### config.mk
export PLATFORM = sky130hd
export DESIGN_NAME = wb2axil_bridge
export DESIGN_NICKNAME = d
export VERILOG_FILES = /design/src/rtl/wb2axil_bridge.sv
export SDC_FILE = /design/constraint.sdc
export NUM_CORES = 1
export LEC_CHECK = 0
export BUFFER_PORTS_ARGS = -buffer_cell sky130_fd_sc_hd__buf_2
export CAP_MARGIN = 20
export CORE_MARGIN = 2
export CORE_UTILIZATION = 35
export DETAILED_ROUTE_END_ITERATION = 6
export HOLD_SLACK_MARGIN = 0.1
export PLACE_DENSITY = 0.64
export SKIP_CTS_REPAIR_TIMING = 1
export SYNTH_ARGS = -nofsm -noshare
export SYNTH_HDL_FRONTEND = slang
export SYNTH_SLANG_ARGS = --single-unit
### constraint.sdc
create_clock -name m_axi_aclk -period 2.1 [get_ports m_axi_aclk]
set_input_delay 0.525 -clock m_axi_aclk [delete_from_list [all_inputs] [get_ports m_axi_aclk]]
set_output_delay 0.525 -clock m_axi_aclk [all_outputs]
set_load 0.05 [all_outputs]
### src/rtl/wb2axil_bridge.sv
// Wishbone B4 pipelined single-access slave to AXI4-Lite master bridge.
// One transaction in flight, byte strobes from sel, and a response timeout that drains the outstanding AXI beat.
module wb2axil_bridge #(
  parameter int ADDR_WIDTH     = 32,
  parameter int DATA_WIDTH     = 32,
  parameter int TIMEOUT_CYCLES = 256
) (
  input  logic                    m_axi_aclk,
  input  logic                    m_axi_aresetn,
  input  logic                    wb_cyc_i,
  input  logic                    wb_stb_i,
  input  logic                    wb_we_i,
  input  logic [ADDR_WIDTH-1:0]   wb_addr_i,
  input  logic [DATA_WIDTH-1:0]   wb_data_i,
  input  logic [DATA_WIDTH/8-1:0] wb_sel_i,
  output logic                    wb_stall_o,
  output logic                    wb_ack_o,
  output logic                    wb_err_o,
  output logic [DATA_WIDTH-1:0]   wb_data_o,
  output logic                    m_axi_awvalid,
  input  logic                    m_axi_awready,
  output logic [ADDR_WIDTH-1:0]   m_axi_awaddr,
  output logic [2:0]              m_axi_awprot,
  output logic                    m_axi_wvalid,
  input  logic                    m_axi_wready,
  output logic [DATA_WIDTH-1:0]   m_axi_wdata,
  output logic [DATA_WIDTH/8-1:0] m_axi_wstrb,
  input  logic                    m_axi_bvalid,
  output logic                    m_axi_bready,
  input  logic [1:0]              m_axi_bresp,
  output logic                    m_axi_arvalid,
  input  logic                    m_axi_arready,
  output logic [ADDR_WIDTH-1:0]   m_axi_araddr,
  output logic [2:0]              m_axi_arprot,
  input  logic                    m_axi_rvalid,
  output logic                    m_axi_rready,
  input  logic [DATA_WIDTH-1:0]   m_axi_rdata,
  input  logic [1:0]              m_axi_rresp
);
  localparam int SW  = DATA_WIDTH / 8;
  localparam int LSB = $clog2(SW);
  localparam int CW  = (TIMEOUT_CYCLES > 0) ? $clog2(TIMEOUT_CYCLES + 1) : 1;

  generate
    if (DATA_WIDTH != 32 && DATA_WIDTH != 64) begin : g_bad_width
      $error("wb2axil_bridge: DATA_WIDTH must be 32 or 64");
    end
  endgenerate

  typedef enum logic [2:0] {IDLE, WR, WR_RESP, RD_ADDR, RD_DATA, DRAIN} state_t;

  typedef struct packed {
    logic                  we;
    logic [ADDR_WIDTH-1:0] addr;
    logic [DATA_WIDTH-1:0] data;
    logic [SW-1:0]         sel;
  } req_t;

  state_t                state;
  req_t                  req;
  logic [CW-1:0]         cnt;
  logic                  aw_done, w_done;
  logic                  abandon;
  logic                  stall_q, ack_q, err_q;
  logic [DATA_WIDTH-1:0] rdata_q;

  logic accept, aw_hs, w_hs, ar_hs, live, active, timeout_hit, b_ok, r_ok;

  assign accept = (state == IDLE) && !stall_q && wb_cyc_i && wb_stb_i;
  assign aw_hs  = m_axi_awvalid && m_axi_awready;
  assign w_hs   = m_axi_wvalid && m_axi_wready;
  assign ar_hs  = m_axi_arvalid && m_axi_arready;
  // A completion is reported only to a master that is still holding the cycle.
  assign live   = wb_cyc_i && !abandon;
  assign active = (state == WR) || (state == WR_RESP) || (state == RD_ADDR) || (state == RD_DATA);
  assign b_ok   = (m_axi_bresp == 2'b00) || (m_axi_bresp == 2'b01);
  assign r_ok   = (m_axi_rresp == 2'b00) || (m_axi_rresp == 2'b01);

  always_comb begin
    timeout_hit = 1'b0;
    if (TIMEOUT_CYCLES > 0)
      timeout_hit = active && (32'(cnt) >= TIMEOUT_CYCLES - 1);
  end

  assign wb_stall_o   = stall_q;
  assign wb_ack_o     = ack_q && wb_cyc_i;
  assign wb_err_o     = err_q && wb_cyc_i;
  assign wb_data_o    = rdata_q;
  assign m_axi_awaddr = req.addr;
  assign m_axi_araddr = req.addr;
  assign m_axi_wdata  = req.data;
  assign m_axi_wstrb  = req.sel;
  assign m_axi_awprot = 3'b000;
  assign m_axi_arprot = 3'b000;

  always_ff @(posedge m_axi_aclk or negedge m_axi_aresetn) begin
    if (!m_axi_aresetn) begin
      state         <= IDLE;
      req           <= '0;
      cnt           <= '0;
      aw_done       <= 1'b0;
      w_done        <= 1'b0;
      abandon       <= 1'b0;
      stall_q       <= 1'b1;
      ack_q         <= 1'b0;
      err_q         <= 1'b0;
      rdata_q       <= '0;
      m_axi_awvalid <= 1'b0;
      m_axi_wvalid  <= 1'b0;
      m_axi_bready  <= 1'b0;
      m_axi_arvalid <= 1'b0;
      m_axi_rready  <= 1'b0;
    end else begin
      ack_q <= 1'b0;
      err_q <= 1'b0;
      if (active) cnt <= cnt + 1'b1;
      if (state != IDLE && !wb_cyc_i) abandon <= 1'b1;

      case (state)
        IDLE: begin
          abandon <= 1'b0;
          stall_q <= 1'b0;
          if (accept) begin
            req.we   <= wb_we_i;
            req.addr <= {wb_addr_i[ADDR_WIDTH-1:LSB], {LSB{1'b0}}};
            req.data <= wb_data_i;
            req.sel  <= wb_sel_i;
            stall_q  <= 1'b1;
            cnt      <= '0;
            if (wb_we_i) begin
              m_axi_awvalid <= 1'b1;
              m_axi_wvalid  <= 1'b1;
              aw_done       <= 1'b0;
              w_done        <= 1'b0;
              state         <= WR;
            end else begin
              m_axi_arvalid <= 1'b1;
              state         <= RD_ADDR;
            end
          end
        end

        WR: begin
          if (aw_hs) begin
            m_axi_awvalid <= 1'b0;
            aw_done       <= 1'b1;
          end
          if (w_hs) begin
            m_axi_wvalid <= 1'b0;
            w_done       <= 1'b1;
          end
          if ((aw_done || aw_hs) && (w_done || w_hs)) begin
            m_axi_bready <= 1'b1;
            state        <= WR_RESP;
          end else if (timeout_hit) begin
            m_axi_bready <= 1'b1;
            err_q        <= live;
            state        <= DRAIN;
          end
        end

        WR_RESP: begin
          if (m_axi_bvalid) begin
            m_axi_bready <= 1'b0;
            ack_q        <= live && b_ok;
            err_q        <= live && !b_ok;
            stall_q      <= live;
            state        <= IDLE;
          end else if (timeout_hit) begin
            err_q <= live;
            state <= DRAIN;
          end
        end

        RD_ADDR: begin
          if (ar_hs) begin
            m_axi_arvalid <= 1'b0;
            m_axi_rready  <= 1'b1;
            state         <= RD_DATA;
          end else if (timeout_hit) begin
            m_axi_rready <= 1'b1;
            err_q        <= live;
            state        <= DRAIN;
          end
        end

        RD_DATA: begin
          if (m_axi_rvalid) begin
            m_axi_rready <= 1'b0;
            rdata_q      <= m_axi_rdata;
            ack_q        <= live && r_ok;
            err_q        <= live && !r_ok;
            stall_q      <= live;
            state        <= IDLE;
          end else if (timeout_hit) begin
            err_q <= live;
            state <= DRAIN;
          end
        end

        DRAIN: begin
          // Valids already on the bus stay up until accepted; the late response is dropped.
          if (aw_hs) m_axi_awvalid <= 1'b0;
          if (w_hs)  m_axi_wvalid  <= 1'b0;
          if (ar_hs) m_axi_arvalid <= 1'b0;
          if (req.we && m_axi_bvalid && m_axi_bready) begin
            m_axi_bready  <= 1'b0;
            m_axi_awvalid <= 1'b0;
            m_axi_wvalid  <= 1'b0;
            stall_q       <= 1'b0;
            state         <= IDLE;
          end else if (!req.we && m_axi_rvalid && m_axi_rready) begin
            m_axi_rready  <= 1'b0;
            m_axi_arvalid <= 1'b0;
            stall_q       <= 1'b0;
            state         <= IDLE;
          end
        end

        default: state <= IDLE;
      endcase
    end
  end
endmodule

# Yosys cells after proc, flatten, opt, wreduce, memory -nomap -nowiden
# Cells that the tools add are included.
# op_classes
n_mux	59
add_sub_neg	1
eq_ne	20
n_div	0
n_mul	0
n_lt_le_gt_ge	1
n_shift	0
bitwise_logic	0
reduce_logical	54
# op_table
cell	n
2-to-1 mux 1 bit	36
2-to-1 mux 9 bit	3
2-to-1 mux 3 bit	8
logical AND 1 bit	20
inequality test 2 bit (second input constant)	10
one-hot mux 3 bit (6 select lines)	1
AND reduction 4 bit	4
one-hot mux 1 bit (3 select lines)	5
nonzero test 3 bit	5
adder 9 x 1 -> 9 bit (second input constant)	1
greater-or-equal comparator 9 x 8 -> 1 bit (second input constant)	1
one-hot mux 1 bit (4 select lines)	2
logical OR 1 bit	7
equality test 3 x 2 -> 1 bit (second input constant)	2
equality test 3 bit (second input constant)	2
zero test 1 bit	6
inequality test 3 bit (second input constant)	2
one-hot mux 1 bit (2 select lines)	3
AND reduction 2 bit	3
AND reduction 3 bit	2
AND reduction 5 bit	1
equality test 2 x 1 -> 1 bit (second input constant)	2
zero test 2 bit	2
nonzero test 2 bit	2
5 further kinds	5
# totals
latchBits	0
elab_cells	153
out_inout_bits	146
mem_count	0
ff_bits	122
romBits	0
mem_bits_rw	0
input_bits	114

# Logic depth before layout (Yosys ltp)
# Gate-level depths: netlist (run 1).
# depth
word_depth	8
mapped_depth	8

# Worst setup path after synthesis (run 1)
# No wires, ideal clock.
# synth_path
kind	register to register
startpoint	register cnt[0]
endpoint	register m_axi_rready
path_slack_ns	0.245
arrival_time_ns	1.730
path_stages_with_launch	9
synth_period_minus_slack_ns	1.855
path_cell_list	dfrtp_1 -> ha_1 -> nand2_1 -> nor3_1 -> ha_1 -> nor2_1 -> o31ai_2 -> o311ai_1 -> mux2_2
# synth_via
elab_chain_cells	4
# synth_rtl
item	line	rtl
start: declaration	61	logic [CW-1:0] cnt;
start signal: assignment	116	if (active) cnt <= cnt + 1'b1;
greater-or-equal comparator 9 x 8 -> 1 bit	82	timeout_hit = active && (32'(cnt) >= TIMEOUT_CYCLES - 1);
logical AND 1 bit	82	
inequality test 3 bit (no line)	n/a	
AND reduction 5 bit (no line)	n/a	
end signal: assignment	112	m_axi_rready <= 1'b0;
end signal: assignment	178	m_axi_rready <= 1'b1;
end signal: assignment	181	m_axi_rready <= 1'b1;
end: declaration	36	output logic m_axi_rready,
# No other way between the ends.
# A chain may end at the register's enable or synchronous reset.

# Worst setup path in the final report (run 1)
# Ends and elaborated chain as after synthesis.

==> results.md, run 1 <==
- Max-Cap Viols: 0
- Slew at the pin closest to its max-slew limit: approximately 0.5 ns
- Die Span X: approximately 140 um
- Clk_lat worst skew: 0.41 ns
- Reg area: 3054 um^2
- CP Data Arrival Time: 2.25 ns
- Starting density of the core: 0.3598
- Syn. warnings: 0
- # DRC: 0
- # rows: 47
- Max H-tree Level: 4
- Root Buffer: clkbuf_16
- Clock transition at path regs: 0.06 ns
- Drt first pass iters: 4
- Seq cells post-synth: 122
- Grt total ovfl: 0
- Antenna violations before repair: 0
- Die area: 18230 um^2
- PortBufs: around 250
- Drt total wl: 13370 um
- Largest area contributor in the netlist: dfrtp_1
- Footprint of the multi-input gates: approximately 2000 um^2
- Post-synth top area share: 0.5039
- Data required, critical path: approximately 2.4 ns
- Most used cell, CP: ha_1
- CP Cell Sequence: ha_1, nand2_1, nor3_1, ha_1, nor2_1, o31ai_2, o311ai_1, mux2_2
- Vias: between 4000 and 5000
- Synth top area cells: dfrtp_1 (50%), buf_4 (14%), nand2_1 (13%)
- Fraction of registers with async set/reset: 1.000
- Synth top cells by count: nand2_1 (210), dfrtp_1 (121), buf_4 (112)
- Number of global-route vias before repair: 4249
- Synth Flop Type: dfrtp_1
- Layout cells sized above 1: 0.4333
- Slowest stage delay, CP: 0.41 ns
- Gr usage total: 0.1459
- First-pass GRT wire length: 21180 um
- Synthesized area: 6010 um^2
- Crit Path Category: reg2reg
- Seq/Total Area, Yosys: 0.5082
- Antenna Nets Post-Route: 0
- Distinct cell type count after synthesis: 56
- Hold Crit Class: in2reg
- Startpoint Class: flop
- CP Capture Type: flop
- Worst Path Max Fanout: 3
- # setup viols final: 0
- DP HPWL: 9570 um
- Routability cong.: 0.7621
- Endpoints failing hold: 0
- Sink Count: 122
- Max-slew violations: 0
- Minimum clock period: 1.957 ns
- Fin Setup TNS: 0 ns
- Height of the die: 135.0 um
- Post-route cell area: around 7400 um^2
- Placed Area: 6731 um^2
- Clock skew: a little under 0.007 ns
- Slew HR: 0.6589
- Inserted Diodes: 0
- CP max-delay cell: dfrtp_1
- Post-Syn Instances: between 600 and 700
- Final Worst Setup Slack: 0.1427 ns
- Number of flops mapped to enable cells by yosys: 0
- Number of fill cells: 1648
- Synth-to-Final Area Change: 22.34%
- Net count reported at finish: roughly 880
- Cell with the most instances after synthesis: nand2_1
- Avg WL per Cell: 13.37 um
- Via density: roughly 4.4
- Achievable frequency: 510.9 MHz
- Final Cycle Share: 0.9321
- Iteration-0 DRC count of the detailed router: ~180
- Pre-CTS setup slack: 0.09105 ns
- Status: finished, final reports clean
- Syn avg cell area: 9.852 um^2
- Largest net degree at the start of global routing: 53
- CTS Buf Count: 17
- CTS tree: yes
- # IOs: 260
- RSZ-0062 raised after global routing: false
- Core ar.: 16700 um^2
- Clk buf depth: 2
cell families (layout without fill, tap and decap cells):
group / count (synthesis) / after routing / share of synthesized area
xor gates and xnor gates: 6 / 6 / 0.008744
buffers and inverters: 136 / 297 / 0.1689
other: 1 / 10 / 0.0006240
adders and majority gates: 2 / 2 / 0.004163
DFF: 122 / 122 / 0.5082
muxes: 33 / 33 / 0.06184
and+or+nand+nor: 271 / 271 / 0.1978
AOI/OAI and AO/OA: 39 / 39 / 0.04976
layer usage:
metal / wire length [um] / up-vias / GRT usage / part of all wire
li1: - / 2170 / - / -
met4: 142 / 0 / 0.04630 / 0.011
met5: 0 / - / 0 / 0
met3: 982 / 15 / 0.04580 / 0.073
met2: 6445 / 172 / 0.2403 / 0.48
met1: 5802 / 2059 / 0.1833 / 0.43
final timing paths:
kind | start | endpoint | depth (start not counted) | slack (ns)
worst max-delay path | cnt[0] | m_axi_rready | 8 | 0.14
worst min-delay path | wb_data_i[19] | m_axi_wdata[19] | 3 | 0.30
worst max register to register | cnt[0] | m_axi_rready | 8 | 0.14
worst min register to register | m_axi_wdata[17] | m_axi_wdata[17] | 2 | 0.46
max in group asynchronous | m_axi_aresetn | wb_stall_o | 3 | 1.00
min in group asynchronous | m_axi_aresetn | wb_data_o[31] | 2 | 0.48
cells in the final DEF, fill, tap and decap left out, types with 6 or more instances in the layout:
cell,count
o21ai_0,6
clkbuf_16,17
conb_1,10
buf_4,12
dfrtp_1,121
buf_2,244
nand2_1,210
nor2_1,14
a21oi_1,9
mux2_2,32
xnor2_1,6
nand3_1,7
cell type report:
| class | count | area share |
|---|---|---|
| well taps | 220 | 0.03744 |
| repair buffers | 262 | 0.1933 |
| flip-flops and latches | 122 | 0.4154 |
| clock inverters | 13 | 0.02332 |
| multi-input cells | 361 | 0.2687 |
| clock buffers | 18 | 0.05973 |
| inverters | 4 | 0.002042 |
state kept, by name (all words and copies together) (netlist names), 3 cells and up:
register      count
m_axi_wdata      32
wb_data_o        32
m_axi_wstrb       4
state             3
m_axi_araddr     30
cnt               9
worst max-delay path: cells and delay by family, from the launching register on:
family / cells / cell delay (ns)
flip-flops: 1 / 0.41
multiplexers: 1 / 0.37
AND/OR/NAND/NOR: 3 / 0.27
adder cells (fa/ha/maj): 2 / 0.44
AO/OA/AOI/OAI: 2 / 0.36
stage by stage:
stage	utilization	std cells	hold WS, ns
after floorplan	-	619	0.2294
after global placement	0.4031	968	0.3575
after detailed placement	0.4031	968	0.3627
after CTS	0.4396	999	-0.08564
after global routing	0.4402	1000	0.2838
final	0.4402	1000	0.3048
Power of run 1 is left out: the tool's default activity adds up to more than one toggle a clock period on the data nets, which glitch-free logic cannot reach.
==> run 2: changes to the inputs <==
Settings changed: RECOVER_POWER set to 50, SKIP_CTS_REPAIR_TIMING 1 to unset.
==> run 2 against run 1 <==
  * Flip-flop and latch count is the same
  * Maximum frequency shrank 0.21%
  * Worst setup slack lost 0.0042 ns
  * Core utilization shrank 0.73 points
  * Sequential share of layout area grew 0.70 points
  * Wire length grew 0.40%
  * Cell count is the same
  * First-iteration DRC count shrank 7.6%
  * Cell area shrank 1.7%
  * Highest routed layer unchanged
==> results.md, run 2 (synthesized netlist as in run 1, its figures left out) <==
- CP Capture Type: flop
- Clk_lat worst skew: 0.41 ns
- Die area: between 15000 and 20000 um^2
- Endpoints failing hold: 0
- Number of fill cells: 1689
- # DRC: 0
- Core ar.: between 15000 and 20000 um^2
- Vias: 4455
- Data required, critical path: 2.40 ns
- Footprint of the multi-input gates: between 1500 and 2000 um^2
- Number of global-route vias before repair: 4261
- Minimum clock period: between 1.5 and 2 ns
- CTS Buf Count: 17
- RSZ-0062 raised after global routing: false
- Layout cells sized above 1: 0.3474
- Antenna violations before repair: 0
- Clk buf depth: 2
- First-pass GRT wire length: 21200 um
- Status: finished, final reports clean
- Reg area: 3054 um^2
- CP Data Arrival Time: 2.26 ns
- Achievable frequency: 509.8 MHz
- # rows: 47
- Flop2flop setup slack: 0.14 ns
- Via density: ~4.5
- Drt first pass iters: 4
- Largest net degree at the start of global routing: 53
- Net count reported at finish: 884
- Height of the die: 135.0 um
- Slew at the pin closest to its max-slew limit: 0.7495 ns
- # setup viols final: 0
- Slew HR: 0.5004
- PortBufs: between 200 and 250
- Grt total ovfl: 0
- Antenna Nets Post-Route: 0
- Clock transition at path regs: 0.06 ns
- Routability cong.: 0.7621
- Avg WL per Cell: around 13 um
- PostCTS Resize Cnt: 0
- Drt total wl: ~13000 um
- Most frequent cells in the layout: nand2_1 (210), buf_2 (180), dfrtp_1 (121)
- Commonest non-fill, non-tap cell in the layout: nand2_1
- Root Buffer: clkbuf_16
- Iteration-0 DRC count of the detailed router: 170
- CTS tree: yes
- Starting density of the core: 0.3598
- Final Non-Filler Cells: 1000
- Max-slew violations: 0
- Sink Count: 122
- RR Endpoint: m_axi_rready
- Fin Setup TNS: 0 ns
- # IOs: 260
- Inserted Diodes: 0
- Final Cycle Share: 0.9340
- Clock skew: 0.007531 ns
- Worst Path Max Fanout: 3
- Max-Cap Viols: 0
- Worst Setup EP: m_axi_rready
- Startpoint Class: flop
- Synth-to-Final Area Change: 20.30%
- Placed cell count: approximately 970
- Die Span X: about 140 um
- Setup repair bufs after CTS: 0
- Worst setup startpoint: cnt[0]
- Crit Path Category: reg2reg
- Max H-tree Level: 4
- Hold Crit Class: in2reg
- Gr usage total: 0.1460
- DP HPWL: 9570 um
- Worst Reg-to-Reg Cells: 8
- R2R Path Start: cnt[0]
## run 2: area by class of cell
type / count / share of cell area
repair buffers: 262 / 0.1803
inverters: 4 / 0.002077
clock buffers: 18 / 0.06075
flip-flops and latches: 122 / 0.4225
multi-input cells: 361 / 0.2726
well taps: 220 / 0.03808
clock inverters: 13 / 0.02371
## run 2: how the worst min path moves through the flow
stage	from	to	slack, ns	depth (start not counted)
2_1_floorplan	m_axi_aresetn	abandon	0.23	0
3_3_place_gp	m_axi_aresetn	wb_data_o[31]	0.36	1
3_5_place_dp	m_axi_aresetn	wb_data_o[31]	0.36	1
4_1_cts	wb_data_i[10]	m_axi_wdata[10]	0.28	3
5_1_grt	wb_addr_i[27]	m_axi_araddr[27]	0.28	3
6_report	wb_data_i[18]	m_axi_wdata[18]	0.31	3
## run 2: critical path, cell delays in order, from the launching register on
cell,delay [ns]
dfrtp_1,0.41
ha_1,0.24
nand2_1,0.08
nor3_1,0.05
ha_1,0.20
nor2_1,0.14
o31ai_2,0.10
o311ai_1,0.26
mux2_2,0.37
## run 2: stage by stage
| step | cell area [um^2] | hold slack [ns] | setup slack (ns) | util |
|---|---|---|---|---|
| 2_1_floorplan | 6043 | 0.2294 | 0.2454 | - |
| 3_3_place_gp | 6731 | 0.3575 | 0.1132 | 0.4031 |
| 3_5_place_dp | 6731 | 0.3627 | 0.09105 | 0.4031 |
| 4_1_cts | 7352 | 0.2818 | 0.09500 | 0.4402 |
| 5_1_grt | 7229 | 0.2838 | 0.02660 | 0.4329 |
| 6_report | 7229 | 0.3054 | 0.1385 | 0.4329 |
## run 2: layer usage
| layer | routed length (um) | vias to the layer above | track usage |
|---|---|---|---|
| li1 | - | 2171 | - |
| met1 | 5828 | 2088 | 0.1833 |
| met2 | 6434 | 179 | 0.2408 |
| met3 | 1007 | 17 | 0.04580 |
| met4 | 158 | 0 | 0.04630 |
| met5 | 0 | - | 0 |
## run 2: what timing repair did
item	4_1_cts	5_1_grt
hold buffers	1	0
endpoints found under the setup margin	0	1
endpoints found under the hold margin	5	0
Power of run 2 is left out for the same reason.
==> run 3: changes to the inputs <==
Settings changed: CTS_BUF_LIST set to sky130_fd_sc_hd__clkbuf_16.
==> run 3 against run 2 <==
  * Flip-flop and latch count unchanged
  * Largest cell class unchanged
  * Count of clock-buffer cells in the layout fell by 1
  * First-iteration DRC count down 1.2%
  * Core utilization fell by 0.060 points
  * Critical path depth is the same
  * Highest routed layer unchanged
  * Maximum frequency unchanged
  * Global-route usage unchanged
  * Wire length unchanged
  * Worst setup slack unchanged
  * Critical endpoint unchanged
  * Cell area shrank 0.14%
==> results.md, run 3 (synthesized netlist as in run 1, its figures left out) <==
- Status: finished, final reports clean
- Data required, critical path: 2.40 ns
- Clock skew: 0.007531 ns
- Setup repair bufs after CTS: 0
- Post-route cell area: 7219 um^2
- Core ar.: between 15000 and 20000 um^2
- Placed Area: approximately 6700 um^2
- Drt total wl: 13430 um
- Height of the die: roughly 140 um
- Clock transition at path regs: around 0.060 ns
- Family with the most delay on the worst path: adder cells
- Grt total ovfl: 0
- Fin Setup TNS: 0 ns
- PortBufs: 245
- # DRC: 0
- Largest net degree at the start of global routing: 53
- CTS tree: yes
- Hold slack final: between 0.3 and 0.4 ns
- PostCTS Resize Cnt: 0
- Max-Cap Viols: 0
- Gr usage total: 0.1460
- Net count reported at finish: about 900
- First-pass GRT wire length: 21200 um
- Die area: 18230 um^2
- # IOs: 260
- Max H-tree Level: 4
- # setup viols final: 0
- Most frequent cells in the layout: nand2_1 (210), buf_2 (180), dfrtp_1 (121)
- WP buf/inv: 0
- Drt first pass iters: 4
- Routability cong.: 0.7621
- Synth-to-Final Area Change: 20.13%
- Die Span X: 135.0 um
- Number of global-route vias before repair: 4261
- CTS Buf Count: 17
- Hold Crit Class: in2reg
- CP Cell Sequence: ha_1, nand2_1, nor3_1, ha_1, nor2_1, o31ai_2, o311ai_1, mux2_2
- Commonest non-fill, non-tap cell in the layout: nand2_1
- Max-slew violations: 0
- Slew at the pin closest to its max-slew limit: roughly 0.75 ns
- Reg area: 3054 um^2
- Achievable frequency: 509.8 MHz
- DP HPWL: 9570 um
- Iteration-0 DRC count of the detailed router: 168
- Clk buf depth: 2
- Inserted Diodes: 0
- # rows: 47
- Number of fill cells: 1690
- CP Capture Type: flop
- Avg WL per Cell: 13.43 um
- Endpoints failing hold: 0
- Via density: 4.455
- Final Cycle Share: 0.9340
- CP max-delay cell: dfrtp_1
- Clk_lat worst skew: 0.41 ns
- Antenna Nets Post-Route: 0
- Sink Count: 122
- Slew HR: 0.5004
- Footprint of the multi-input gates: 1971 um^2
- CP Data Arrival Time: around 2.3 ns
- Startpoint Class: flop
- Layout cells sized above 1: 0.3462
- Crit Path Category: reg2reg
- Minimum clock period: 1.961 ns
- Most used cell, CP: ha_1
- RSZ-0062 raised after global routing: false
- Slowest stage delay, CP: slightly above 0.4 ns
- Final Util: 0.4323
- Antenna violations before repair: 0
- Worst Path Max Fanout: 3
- Starting density of the core: 0.3598
- Root Buffer: clkbuf_16
- Vias: 4455
[run 3: cell count changes in the layout (fill, tap and decap cells not counted), sizes merged]
cell and delta:
clkbuf -1, clkinv +1
[run 3: cell type report]
type | instances | share of cell area
Inverter | 4 | 0.002080
Tap cell | 220 | 0.03813
Clock inverter | 14 | 0.02426
Multi-Input combinational cell | 361 | 0.2730
Timing Repair Buffer | 262 | 0.1806
Sequential cell | 122 | 0.4231
Clock buffer | 17 | 0.05893
[run 3: repair_timing]
item / 4_1_cts / 5_1_grt
hold buffers: 1 / 0
setup endpoints to repair: 0 / 1
hold endpoints to repair: 5 / 0
[run 3: metal layers]
| layer | track usage | wire length, um | vias up |
|---|---|---|---|
| met2 | 0.2408 | 6434 | 179 |
| met3 | 0.04580 | 1007 | 17 |
| met1 | 0.1833 | 5828 | 2088 |
| li1 | - | - | 2171 |
| met4 | 0.04630 | 158 | 0 |
| met5 | 0 | 0 | - |
[run 3: per-stage QoR]
| step | setup slack [ns] | std cells |
|---|---|---|
| 5_1_grt | 0.02660 | 1000 |
| 3_3_place_gp | 0.1132 | 968 |
| 6_report | 0.1385 | 1000 |
| 3_5_place_dp | 0.09105 | 968 |
| 4_1_cts | 0.09500 | 1000 |
| 2_1_floorplan | 0.2454 | 619 |
[run 3: final timing paths]
path | startpoint | endpoint | slack [ns] | cells past startpoint
setup / recovery | cnt[0] | m_axi_rready | 0.14 | 8
hold / removal | wb_data_i[21] | m_axi_wdata[21] | 0.31 | 3
setup reg to reg | cnt[0] | m_axi_rready | 0.14 | 8
hold reg to reg | m_axi_wdata[15] | m_axi_wdata[15] | 0.47 | 2
max in group asynchronous | m_axi_aresetn | m_axi_wdata[1] | 0.48 | 3
min in group asynchronous | m_axi_aresetn | wb_data_o[31] | 0.54 | 2
[run 3: worst min-delay path, cell delays in order]
cell and delay (ns):
buf_2 0.07, nand2_1 0.04, nand2_1 0.04
Power of run 3 is left out for the same reason.
